===== src/rtl/uart_rx_oversampled.sv =====
// uart_rx_oversampled: 7-bit even-parity UART receiver with 16x (configurable)
// oversampling. A free-running divider makes the sample tick, a 2-flop
// synchronizer cleans up rx, and a single FSM samples each bit at its centre.
module uart_rx_oversampled #(
  parameter int CLOCK_RATE = 50000000,
  parameter int BAUD_RATE  = 115200,
  parameter int OVERSAMPLE = 16
) (
  input  logic       clk,
  input  logic       rstN,
  input  logic       rx,
  output logic [6:0] data,
  output logic       new_data,
  output logic       correct_data,
  output logic       frame_error,
  output logic       busy
);

  localparam int DIV_RAW = CLOCK_RATE / (BAUD_RATE * OVERSAMPLE);
  localparam int DIV     = (DIV_RAW < 1) ? 1 : DIV_RAW;
  localparam int DW      = (DIV > 1) ? $clog2(DIV) : 1;
  localparam int TW      = $clog2(OVERSAMPLE);

  localparam logic [DW-1:0] DIV_LAST  = DW'(DIV - 1);
  localparam logic [TW-1:0] HALF_LAST = TW'(OVERSAMPLE / 2 - 1);
  localparam logic [TW-1:0] FULL_LAST = TW'(OVERSAMPLE - 1);

  typedef enum logic [2:0] {
    IDLE,
    START,
    DATA,
    PARITY,
    STOP
  } state_t;

  state_t        state;
  logic          rx_meta;
  logic          rx_s;
  logic [DW-1:0] div_cnt;
  logic          tick;
  logic          start_hit;
  logic [TW-1:0] tick_cnt;
  logic [2:0]    bit_cnt;
  logic [6:0]    shift_reg;
  logic          parity_bit;
  logic          armed;

  assign tick      = (div_cnt == DIV_LAST);
  assign start_hit = tick && (state == IDLE) && armed && !rx_s;

  // Two-flop synchronizer; resets to the idle-high line level.
  always_ff @(posedge clk or negedge rstN) begin
    if (!rstN) begin
      rx_meta <= 1'b1;
      rx_s    <= 1'b1;
    end else begin
      rx_meta <= rx;
      rx_s    <= rx_meta;
    end
  end

  // Tick divider: wraps every DIV clocks, realigned to 0 on start detection.
  always_ff @(posedge clk or negedge rstN) begin
    if (!rstN) begin
      div_cnt <= '0;
    end else if (start_hit || tick) begin
      div_cnt <= '0;
    end else begin
      div_cnt <= div_cnt + 1'b1;
    end
  end

  // Receive FSM: half-bit start check, then full-bit steps to each bit centre.
  always_ff @(posedge clk or negedge rstN) begin
    if (!rstN) begin
      state        <= IDLE;
      tick_cnt     <= '0;
      bit_cnt      <= '0;
      shift_reg    <= '0;
      parity_bit   <= 1'b0;
      armed        <= 1'b0;
      data         <= '0;
      new_data     <= 1'b0;
      correct_data <= 1'b0;
      frame_error  <= 1'b0;
      busy         <= 1'b0;
    end else begin
      new_data <= 1'b0;
      if (tick) begin
        case (state)
          IDLE: begin
            if (armed && !rx_s) begin
              state    <= START;
              tick_cnt <= '0;
              busy     <= 1'b1;
            end else if (rx_s) begin
              armed <= 1'b1;
            end
          end
          START: begin
            if (tick_cnt == HALF_LAST) begin
              tick_cnt <= '0;
              if (!rx_s) begin
                state   <= DATA;
                bit_cnt <= '0;
              end else begin
                state <= IDLE;
                busy  <= 1'b0;
              end
            end else begin
              tick_cnt <= tick_cnt + 1'b1;
            end
          end
          DATA: begin
            if (tick_cnt == FULL_LAST) begin
              tick_cnt  <= '0;
              shift_reg <= {rx_s, shift_reg[6:1]};
              if (bit_cnt == 3'd6) begin
                state <= PARITY;
              end else begin
                bit_cnt <= bit_cnt + 1'b1;
              end
            end else begin
              tick_cnt <= tick_cnt + 1'b1;
            end
          end
          PARITY: begin
            if (tick_cnt == FULL_LAST) begin
              tick_cnt   <= '0;
              parity_bit <= rx_s;
              state      <= STOP;
            end else begin
              tick_cnt <= tick_cnt + 1'b1;
            end
          end
          STOP: begin
            if (tick_cnt == FULL_LAST) begin
              tick_cnt     <= '0;
              data         <= shift_reg;
              correct_data <= ~(^shift_reg ^ parity_bit) & rx_s;
              frame_error  <= ~rx_s;
              new_data     <= 1'b1;
              busy         <= 1'b0;
              state        <= IDLE;
              if (!rx_s) begin
                armed <= 1'b0;
              end
            end else begin
              tick_cnt <= tick_cnt + 1'b1;
            end
          end
          default: begin
            state <= IDLE;
            busy  <= 1'b0;
          end
        endcase
      end
    end
  end

endmodule


===== config.mk =====
export PLATFORM = sky130hd
export DESIGN_NAME = uart_rx_oversampled
export DESIGN_NICKNAME = d
export VERILOG_FILES = /design/src/rtl/uart_rx_oversampled.sv
export SDC_FILE = /design/constraint.sdc
export NUM_CORES = 1
export LEC_CHECK = 0
export ABC_CLOCK_PERIOD_IN_PS = 4150
export BUFFER_PORTS_ARGS = -buffer_cell sky130_fd_sc_hd__buf_2
export CAP_MARGIN = 20
export CORE_MARGIN = 2
export CORE_UTILIZATION = 25
export CTS_CLUSTER_DIAMETER = 150
export DETAILED_ROUTE_END_ITERATION = 8
export SLEW_MARGIN = 20
export SYNTH_ARGS = -nofsm -noshare
export SYNTH_HDL_FRONTEND = slang
export SYNTH_SLANG_ARGS = --single-unit
export TNS_END_PERCENT = 100

===== constraint.sdc =====
create_clock -name clk -period 4.15 [get_ports clk]
set_input_delay 0.83 -clock clk [delete_from_list [all_inputs] [get_ports clk]]
set_output_delay 0.83 -clock clk [all_outputs]
set_load 0.005 [all_outputs]

==> reports/qor.csv <==
stage,metric,value,unit
placement,routability cong.,0.700,
synth,post-synthesis sequential area ratio,47.9,%
cts,cts hold-fix bufs,0,
drt,via count,1214,
synth,number of flops mapped to enable cells by yosys,0,
floorplanning,Die Width,92.0,um
setup_path,CP arrival,2.40,ns
status,status,finished clean,
cts,post-cts repair resize count,0,
synth,Yosys top cell area share,45.2,%
cells_and_area,share of layout cells above drive strength 1,24.3,%
sta,"Min Clock Period, post-route",2.23,ns
cts,Clock Path Buffers,2,
sta,RSZ-0062 raised after global routing,no,
cts,htree depth,2,
synth,cell area after synthesis,1940,um2
cells_and_area,post-route cell area,2190,um2
synth,Cells after Synth,155,
cells_and_area,net count reported at finish,176,
synth,Post-Syn Area per Cell,12.5,um2
drt,Final ANT Viol Nets,0,
drt,Vias/cell,4.48,
sta,Slew HR,42.8,%
global_routing,vias in the first global route,1178,
cts,post-CTS setup buffers,0,
drt,Remaining DRCs,0,
sta,Worst-Margin Slew,0.859,ns
min_path,Hold Path Class,flop to flop,
sta,fin. max-slew vios,0,
drt,wire per inst,12.3,um
drt,drt initial violations,78,
power,leakage,1.09,nW
placement,DP Area,2070,um2
setup_path,worst-path fanout max,14,
sta,f_max,449,MHz
setup_path,r2r startpoint,div_cnt[0],
floorplanning,FP Rows,32,
synth,synth top area cells,"dfrtp_1 45%, mux2_1 5.8%, mux2_4 3.9%",
cells_and_area,ant diodes,0,
global_routing,Total GRT Usage,8.52,%
cts,worst skew pair latency,0.29,ns
placement,port bufs,13,
power,pwr/cell area,319,nW/um2
setup_path,Worst Setup SP,div_cnt[0],
synth,asr flop ratio synth,100,%
synth,Synth cell types,52,
setup_path,Critical Path RT,4.32,ns
flow_run,Max Cap Viol,0,
sta,setup TNS,0,ns
cells_and_area,P&R area growth vs syn,13.0,%
floorplanning,DIE HEIGHT,92.0,um
cts,CTS tree,done,
min_path,Worst Min Path Start,rx_meta,
global_routing,pin count of the biggest net entering global routing,38,
cells_and_area,register area,928,um2
floorplanning,Starting Density,25.5,%
setup_path,CP endpoint kind,flop,
global_routing,initial antenna violation count,0,
sta,final hold violations,0,
floorplanning,I/O Pins,14,
drt,DRT Pass-1 Iters,4,
synth,cell taking the most area after synthesis,dfrtp_1,
cts,Sink Count,37,
sta,Final WS setup,1.92,ns
power,Worst IR Drop VDD,0.167,mV
synth,syn_nets,163,
synth,yosys warns,0,
global_routing,grt total ovfl,0,
sta,Final Cycle Share,53.7,%
cts,clock slew at reported path FFs,0.07,ns
cells_and_area,fillers,791,
placement,hpwl dp,2290,um
synth,most common flop cell mapped by yosys,dfrtp_1,
setup_path,type of origin of the critical path,flop,
floorplanning,full die area,8470,um2
drt,final wirelength,3340,um
setup_path,WS Path Type,flop to flop,
cts,total CTS buffers,5,
cts,clock root cell,clkbuf_8,
global_routing,first-pass GRT wire length,5840,um
sta,Setup Viol. Count Final,0,
synth,synthesized flop and latch total,37,
cells_and_area,area occupied by multi-input gates,933,um2
placement,DP Worst Slack,1.94,ns
floorplanning,core area,7610,um2
sta,clk_skew,0.00690,ns
[per-stage QoR]
stage	util (%)	instances	hold WS, ns	total power [mW]
after global routing	28.8	271	0.357	0.726
final	28.8	271	0.358	0.699
after global placement	27.3	263	0.348	0.383
after CTS	28.8	271	0.356	0.711
after floorplan	-	155	0.345	0.373
after detailed placement	27.3	263	0.347	0.383
[report_power, final]
part	switching [mW]	internal [mW]	total [mW]	leakage, nW
Combinational	0.00884	0.00201	0.0108	0.541
Sequential	0.00180	0.363	0.364	0.493
Clock	0.128	0.196	0.324	0.0585
[routing by layer]
metal	GRT usage [%]	wire length [um]
met3	2.96	148
met5	0	0
met1	12.3	1700
met4	1.87	16
met2	12.3	1470
[final timing paths]
kind / to / slack [ns] / cells past startpoint
max in group asynchronous: data[1] / 2.96 / 1
worst max-delay path: data[1] / 1.92 / 5
worst min-delay path: rx_s / 0.36 / 0
worst max register to register: data[1] / 1.92 / 5
worst min register to register: rx_s / 0.36 / 0
min in group asynchronous: bit_cnt[2] / 0.65 / 1
[synth_stat cells (all sizes together) (2+ instances only)]
cell type   n
a21oi       2
a2bb2oi     3
a32o        2
buf         7
dfrtp      35
dfstp       2
ha          5
inv         5
mux2       18
nand2       8
nand3       5
nand4       2
nand4b      2
nor2        9
nor2b       2
o211ai      2
o21ai      10
o31ai       4
xnor2       7
xor2        2
[kinds of logic after synthesis]
kind of cell	Yosys count	synth area share, %
DFF	37	47.9
buffers and inverters	12	3.88
xor gates and xnor gates	9	4.07
and+or+nand+nor	41	15.9
adders and majority gates	5	3.23
AOI/OAI and AO/OA	33	13.6
muxes	18	11.4
[critical path, stage by stage, from the launching register on]
cell     delay (ns)
dfrtp_1        0.41
inv_1          0.07
ha_1           0.17
and4b_1        0.68
nand4_4        0.39
mux2_4         0.39
[cell usage in the layout (no fill, tap or decap), types with 2 or more instances in the layout]
master,netlist,layout
a21oi_1,2,2
a2bb2oi_1,3,3
a32o_1,2,2
buf_2,0,13
clkbuf_8,0,6
dfrtp_1,35,35
dfstp_2,2,2
ha_1,5,5
inv_1,5,5
mux2_1,10,10
mux2_2,3,3
mux2_4,5,5
nand2_1,7,7
nand3_1,5,5
nor2_1,8,8
nor2b_1,2,2
o21ai_0,5,5
o21ai_1,5,5
o31ai_1,4,4
xnor2_1,7,7
xor2_1,2,2
[final cells by class]
class                   count  share of cell area, %
clock inverters             1                   1.37
inverters                   5                  0.857
repair buffers             13                   2.97
well taps                 102                   5.83
clock buffers               7                   3.94
multi-input cells         106                   42.6
flip-flops and latches     37                   42.4
Note: power is estimated with default switching activity, not from simulation.
